$ cat src/rtl/muldiv_pkg.sv
// rtl/muldiv_pkg.sv - op codes, FSM states and widths for the EX-stage mul/div unit
package muldiv_pkg;

    localparam int XLEN   = 32;
    localparam int CNT_W  = 5;
    localparam int PROD_W = 64;

    localparam logic [5:0] OP_MFHI  = 6'h10;
    localparam logic [5:0] OP_MTHI  = 6'h11;
    localparam logic [5:0] OP_MFLO  = 6'h12;
    localparam logic [5:0] OP_MTLO  = 6'h13;
    localparam logic [5:0] OP_MULT  = 6'h18;
    localparam logic [5:0] OP_MULTU = 6'h19;
    localparam logic [5:0] OP_DIV   = 6'h1A;
    localparam logic [5:0] OP_DIVU  = 6'h1B;

    typedef enum logic [1:0] {
        IDLE,
        BUSY,
        DONE
    } state_e;

    function automatic logic is_muldiv_op(input logic [5:0] code);
        return (code == OP_MULT) || (code == OP_MULTU) ||
               (code == OP_DIV)  || (code == OP_DIVU);
    endfunction

endpackage

$ cat src/rtl/muldiv_step.sv
// rtl/muldiv_step.sv - one combinational shift-add or restoring shift-subtract iteration
module muldiv_step
    import muldiv_pkg::*;
(
    input  logic              is_div_i,
    input  logic [PROD_W-1:0] acc_i,
    input  logic [XLEN-1:0]   operand_i,
    output logic [PROD_W-1:0] acc_o
);

    logic [XLEN:0] add_sum;
    logic [XLEN:0] trial;

    // Multiply: acc = {partial product, remaining multiplier bits}.
    // Divide:   acc = {remainder, dividend bits shifting into quotient}.
    always_comb begin
        add_sum = {1'b0, acc_i[PROD_W-1:XLEN]} + (acc_i[0] ? {1'b0, operand_i} : '0);
        trial   = acc_i[PROD_W-1:XLEN-1] - {1'b0, operand_i};
        acc_o   = {add_sum, acc_i[XLEN-1:1]};
        if (is_div_i) begin
            if (trial[XLEN]) begin
                acc_o = {acc_i[PROD_W-2:0], 1'b0};
            end else begin
                acc_o = {trial[XLEN-1:0], acc_i[XLEN-2:0], 1'b1};
            end
        end
    end

endmodule

$ cat src/rtl/ex_muldiv_unit.sv
// rtl/ex_muldiv_unit.sv - iterative MULT/DIV unit with HI/LO registers and pipeline stall
module ex_muldiv_unit
    import muldiv_pkg::*;
#(
    parameter int WIDTH = 32
) (
    input  logic             clock,
    input  logic             reset,
    input  logic             EX_valid,
    input  logic [5:0]       EX_alu_control,
    input  logic [WIDTH-1:0] EX_operand_a,
    input  logic [WIDTH-1:0] EX_operand_b,
    output logic             EX_muldiv_stall,
    output logic [WIDTH-1:0] EX_muldiv_result,
    output logic [WIDTH-1:0] EX_hi,
    output logic [WIDTH-1:0] EX_lo,
    output logic             EX_div_by_zero
);

    state_e            state_q, state_d;
    logic [CNT_W-1:0]  cnt_q, cnt_d;
    logic              is_div_q, is_div_d;
    logic              neg_a_q, neg_a_d;
    logic              neg_b_q, neg_b_d;
    logic [XLEN-1:0]   dividend_q, dividend_d;
    logic [XLEN-1:0]   opnd_q, opnd_d;
    logic [PROD_W-1:0] acc_q, acc_d;
    logic [XLEN-1:0]   hi_q, hi_d;
    logic [XLEN-1:0]   lo_q, lo_d;

    logic              start;
    logic              op_div, op_signed;
    logic [XLEN-1:0]   mag_a, mag_b;
    logic [PROD_W-1:0] step_acc;
    logic [PROD_W-1:0] prod_fix;
    logic [XLEN-1:0]   quot_fix, rem_fix;
    logic              div_zero;

    muldiv_step u_step (
        .is_div_i  (is_div_q),
        .acc_i     (acc_q),
        .operand_i (opnd_q),
        .acc_o     (step_acc)
    );

    // Op-code bit 1 selects divide, bit 0 selects unsigned.
    always_comb begin
        start     = (state_q == IDLE) && EX_valid && is_muldiv_op(EX_alu_control);
        op_div    = EX_alu_control[1];
        op_signed = ~EX_alu_control[0];
        mag_a     = (op_signed && EX_operand_a[XLEN-1]) ? (~EX_operand_a + 1'b1) : EX_operand_a;
        mag_b     = (op_signed && EX_operand_b[XLEN-1]) ? (~EX_operand_b + 1'b1) : EX_operand_b;
    end

    always_comb begin
        prod_fix = (neg_a_q ^ neg_b_q) ? (~acc_q + 1'b1) : acc_q;
        quot_fix = (neg_a_q ^ neg_b_q) ? (~acc_q[XLEN-1:0] + 1'b1) : acc_q[XLEN-1:0];
        rem_fix  = neg_a_q ? (~acc_q[PROD_W-1:XLEN] + 1'b1) : acc_q[PROD_W-1:XLEN];
        div_zero = is_div_q && (opnd_q == '0);
    end

    always_comb begin
        state_d    = state_q;
        cnt_d      = cnt_q;
        is_div_d   = is_div_q;
        neg_a_d    = neg_a_q;
        neg_b_d    = neg_b_q;
        dividend_d = dividend_q;
        opnd_d     = opnd_q;
        acc_d      = acc_q;
        hi_d       = hi_q;
        lo_d       = lo_q;
        case (state_q)
            IDLE: begin
                if (start) begin
                    state_d    = BUSY;
                    cnt_d      = '0;
                    is_div_d   = op_div;
                    neg_a_d    = op_signed && EX_operand_a[XLEN-1];
                    neg_b_d    = op_signed && EX_operand_b[XLEN-1];
                    dividend_d = EX_operand_a;
                    opnd_d     = op_div ? mag_b : mag_a;
                    acc_d      = {{XLEN{1'b0}}, (op_div ? mag_a : mag_b)};
                end else if (EX_valid && (EX_alu_control == OP_MTHI)) begin
                    hi_d = EX_operand_a;
                end else if (EX_valid && (EX_alu_control == OP_MTLO)) begin
                    lo_d = EX_operand_a;
                end
            end
            BUSY: begin
                acc_d = step_acc;
                cnt_d = cnt_q + 1'b1;
                if (cnt_q == {CNT_W{1'b1}}) begin
                    state_d = DONE;
                end
            end
            DONE: begin
                state_d = IDLE;
                if (div_zero) begin
                    hi_d = dividend_q;
                    lo_d = {XLEN{1'b1}};
                end else if (is_div_q) begin
                    hi_d = rem_fix;
                    lo_d = quot_fix;
                end else begin
                    hi_d = prod_fix[PROD_W-1:XLEN];
                    lo_d = prod_fix[XLEN-1:0];
                end
            end
            default: state_d = IDLE;
        endcase
    end

    always_ff @(posedge clock) begin
        if (!reset) begin
            state_q    <= IDLE;
            cnt_q      <= '0;
            is_div_q   <= 1'b0;
            neg_a_q    <= 1'b0;
            neg_b_q    <= 1'b0;
            dividend_q <= '0;
            opnd_q     <= '0;
            acc_q      <= '0;
            hi_q       <= '0;
            lo_q       <= '0;
        end else begin
            state_q    <= state_d;
            cnt_q      <= cnt_d;
            is_div_q   <= is_div_d;
            neg_a_q    <= neg_a_d;
            neg_b_q    <= neg_b_d;
            dividend_q <= dividend_d;
            opnd_q     <= opnd_d;
            acc_q      <= acc_d;
            hi_q       <= hi_d;
            lo_q       <= lo_d;
        end
    end

    // Reads see the registered HI/LO, so an MTHI/MTLO in the same cycle is not forwarded.
    always_comb begin
        EX_muldiv_stall  = start || (state_q == BUSY);
        EX_div_by_zero   = (state_q == DONE) && div_zero;
        EX_hi            = hi_q;
        EX_lo            = lo_q;
        EX_muldiv_result = '0;
        if (EX_valid && (EX_alu_control == OP_MFHI)) begin
            EX_muldiv_result = hi_q;
        end else if (EX_valid && (EX_alu_control == OP_MFLO)) begin
            EX_muldiv_result = lo_q;
        end
    end

endmodule

$ cat config.mk
export PLATFORM = sky130hd
export DESIGN_NAME = ex_muldiv_unit
export DESIGN_NICKNAME = d
export VERILOG_FILES = /design/src/rtl/muldiv_pkg.sv /design/src/rtl/muldiv_step.sv /design/src/rtl/ex_muldiv_unit.sv
export SDC_FILE = /design/constraint.sdc
export NUM_CORES = 1
export LEC_CHECK = 0
export BUFFER_PORTS_ARGS = -buffer_cell sky130_fd_sc_hd__buf_2
export CORE_ASPECT_RATIO = 1.2
export CORE_MARGIN = 2
export CORE_UTILIZATION = 35
export CTS_CLUSTER_SIZE = 24
export DETAILED_ROUTE_END_ITERATION = 10
export GPL_TIMING_DRIVEN = 0
export SLEW_MARGIN = 10
export SYNTH_ARGS = -nofsm -noshare
export SYNTH_HDL_FRONTEND = slang
export SYNTH_SLANG_ARGS = --single-unit
$ cat constraint.sdc
create_clock -name clock -period 4.5 [get_ports clock]
set_clock_uncertainty 0.2 [all_clocks]
set_input_delay 0.45 -clock clock [delete_from_list [all_inputs] [get_ports clock]]
set_output_delay 0.45 -clock clock [all_outputs]
set_load 0.1 [all_outputs]
==> flow_summary.toml <==
[clock_tree]
htreeDepth = 1
cts.clk_slew.worst_paths_ns = 0.07
clkLatencyLatePin_ns = 0.56
cts_setup_buffers = 0
cts_tree = "built"
clk_path_buf_depth = 3
cts_inserted_buffers = 24
cts_root_buf = "clkbuf_16"
clkSinkCount = 202

[status]
status = "finished, final reports clean"

[synth]
seq_area_frac_synth_pct = 24.7
synth_area_per_cell_um2 = 7.25
synth-simple-area-share_pct = 22.0
muxShareOfSynthArea_pct = 6.14
synth_compound_area_share_pct = 27.0
yosysTopAreaCell = "dfxtp_1"
synth_edf_count = 0
synth_xor_area_share_pct = 9.51
yosys_warnings = 0
yosys.area.top_type_share_pct = 24.7
synth_top_flop_cell = "dfxtp_1"
syn-cell-area_um2 = 16400
async_flop_share_pct = 0
syn_nets = 2404
synthTopCellsByCount = "nand2_1 (297), nor2_1 (236), a21oi_1 (235)"
synth_top_family_by_area = "compound AO/OA/AOI/OAI gates"
postSynthCellCount = 2259
ys_ff_latch = 202
synth.distinct_cells = 82
synth.most_common_cell = "nand2_1"
synthAdderAreaFrac_pct = 5.59
synth_area_leaders = "dfxtp_1 (25%), a21oi_1 (7.2%), nand2_1 (6.8%)"

[floorplan]
initial_core_util_pct = 35.6
die_h_um = 241
coreArea_um2 = 46100
die_x_um = 201
io_pins = 171
dieArea_um2 = 48500
fp-row-count = 86

[worst_setup_path]
cp.required_ns = 4.73
cpPeakStageDelay_ns = 0.58
worst-r2r-cell-count = 14
worst-path-buf-inv = 2
cp_cell_sequence = "inv_1 -> ha_1 -> fa_1 -> nand2b_1 -> a21oi_1 -> nor2_1 -> o31ai_2 -> a21oi_1 -> o21bai_2 -> xor2_2 -> clkbuf_4 -> mux2i_1 -> nand2_1 -> a22o_1"
rrSetupSlack_ns = 0.23
timing.rr.start = "acc_q[31]$_SDFFE_PN0P_"
end_kind = "register"
cpMostUsedCell = "a21oi_1"
cpMaxStageDelayCell = "dfxtp_1"
arrival_ns = 4.50
critPathMaxFanout = 10
path_delay_family = "compound AO/OA/AOI/OAI gates"
cp-start-kind = "register"
r2r-end = "acc_q[57]$_SDFFE_PN0P_"
setup.worst_path.class = "reg -> reg"

[run]
cap_viol_max_count = 0

[sta]
period_share_pct = 94.9
period_minus_slack_ns = 4.27
tns_ns = 0
maxSlewViolCount = 0
rsz0062_at_grt = "false"
hold_slack_ns = 0.0164
setup_viol = 0
relSlewSlack_pct = 26.2
final-hold-violation-count = 0
fmax_mhz = 234
tightest_slew_ns = 1.11

[routing]
wl_per_cell_um = 26.3
ant_nets = 0
route.detailed.drc = 0
vias_per_cell = 6.07
dr_total_vias = 18750
totalWireLength_mm = 81.3
first_pass_iters = 8
drt_iter0_drc = 2145

[grt]
globalRouteMet1Util_pct = 38.7
overflow = 0
grt_start_max_net_pins = 14
grt_pass1_vias = 17707
grt_pass1_wl_mm = 118
grt.total_usage_pct = 32.5
globalRouteMet2Util_pct = 54.4
gr-max-usage-layer = "met2"
antenna_found_initial = 1
use_met3_pct = 3.69

[place]
dp_hpwl_mm = 65.3
globalplace.congestion = 1.01
portBuffers = 166

[power]
leakage_nw = 7.81
cellPowerDensity_nw_per_um2 = 268
finalPower_mw = 5.06
vdd_drop_max_mv = 0.264

[layout]
antennaDiodeCount = 0
fin_nets = 2600
drive_above_1_share_pct = 10.9
syn2layout_area_growth_pct = 15.4

[min_path]
hold_start = "EX_operand_a[16]"
holdPathStages = 3
hp-class = "in -> reg"
min_to = "dividend_q[16]$_SDFFE_PN0P_"
-- registers in the layout, indices dropped and copies added (netlist names) --
register and count:
EX_hi 32, EX_lo 32, acc_q 64, cnt_q 5
dividend_q 32, is_div_q 1, neg_a_q 1, neg_b_q 1
opnd_q 32, state_q 2
-- worst max-delay path by stage --
stage	from	end	slack, ns	cells past startpoint
finish	acc_q[31]$_SDFFE_PN0P_	acc_q[57]$_SDFFE_PN0P_	0.23	14
global route	acc_q[0]$_SDFFE_PN0P_	acc_q[59]$_SDFFE_PN0P_	0.05	14
CTS	acc_q[0]$_SDFFE_PN0P_	acc_q[59]$_SDFFE_PN0P_	0.14	14
detailed placement	acc_q[0]$_SDFFE_PN0P_	acc_q[59]$_SDFFE_PN0P_	-0.20	15
global placement	is_div_q$_SDFFE_PN0P_	EX_hi[6]$_SDFFE_PN0P_	-0.49	8
floorplan	is_div_q$_SDFFE_PN0P_	EX_lo[22]$_SDFFE_PN0P_	0.68	8
-- stage by stage --
stage	instance area, um2	instances	setup slack (ns)	util, %
after CTS	18900	3089	0.140	41.0
final	18900	3089	0.229	41.0
after detailed placement	18000	3045	-0.201	39.1
after global routing	18900	3089	0.0521	41.0
after global placement	18000	3041	-0.489	39.0
after floorplan	16400	2259	0.680	-
-- metal layers --
layer,routed length [um],vias to the layer above
met1,31100,8949
met2,37200,1005
met3,5920,252
met4,7080,2
li1,-,8542
met5,13,-
-- tightest hold or removal path: stages --
cell and delay [ns]:
buf_2 0.16, nand2_1 0.07, a21oi_1 0.05
-- logic make-up after synthesis --
| kind of cell | after synthesis |
|---|---|
| adders and majority gates | 72 |
| muxes | 99 |
| DFF | 202 |
| AOI/OAI and AO/OA | 714 |
| buffers and inverters | 217 |
| xor gates and xnor gates | 177 |
| and+or+nand+nor | 778 |
-- power by group --
| group | internal [mW] | switching [mW] | total (mW) |
|---|---|---|---|
| registers | 1.81 | 0.0315 | 1.84 |
| clock network | 1.24 | 0.890 | 2.13 |
| logic | 0.346 | 0.749 | 1.09 |
| total | 3.39 | 1.67 | 5.06 |
-- cell type report --
| cell class | count | area [um2] |
|---|---|---|
| fillers | 4840 | 27200 |
| clock buffers | 30 | 673 |
| well taps | 616 | 771 |
| clock inverters | 14 | 168 |
| flip-flops and latches | 202 | 4050 |
| inverters | 59 | 221 |
| plain buffers | 157 | 613 |
| multi-input cells | 1840 | 11500 |
| repair buffers | 171 | 871 |
-- what timing repair did --
action / CTS / global route
hold buffers: 1 / 0
pin swaps: 0 / 0
hold endpoints to repair: 1 / 0
resized for setup: 1 / 10
setup endpoints to repair: 1 / 21
-- cell usage in the layout (no fill, tap or decap), types with 15 or more instances in the layout --
| cell | instances |
|---|---|
| o41ai_1 | 15 |
| clkbuf_16 | 24 |
| ha_1 | 70 |
| xor2_1 | 82 |
| a31oi_1 | 42 |
| nand3_1 | 37 |
| buf_1 | 17 |
| nor4_1 | 25 |
| o21ai_0 | 164 |
| a21o_1 | 34 |
| o31ai_1 | 19 |
| o221ai_1 | 25 |
| xnor2_1 | 94 |
| inv_1 | 57 |
| nand4_1 | 17 |
| nor3_1 | 36 |
| clkbuf_1 | 131 |
| mux2i_1 | 87 |
| o211ai_1 | 38 |
| buf_2 | 171 |
| a22oi_1 | 23 |
| a21oi_1 | 235 |
| nand2_1 | 297 |
| or4_1 | 17 |
| nand2b_1 | 20 |
| a211oi_1 | 21 |
| nor2_1 | 236 |
| dfxtp_1 | 201 |
| and3_1 | 21 |
No activity file was read; power rests on OpenSTA's default activity.
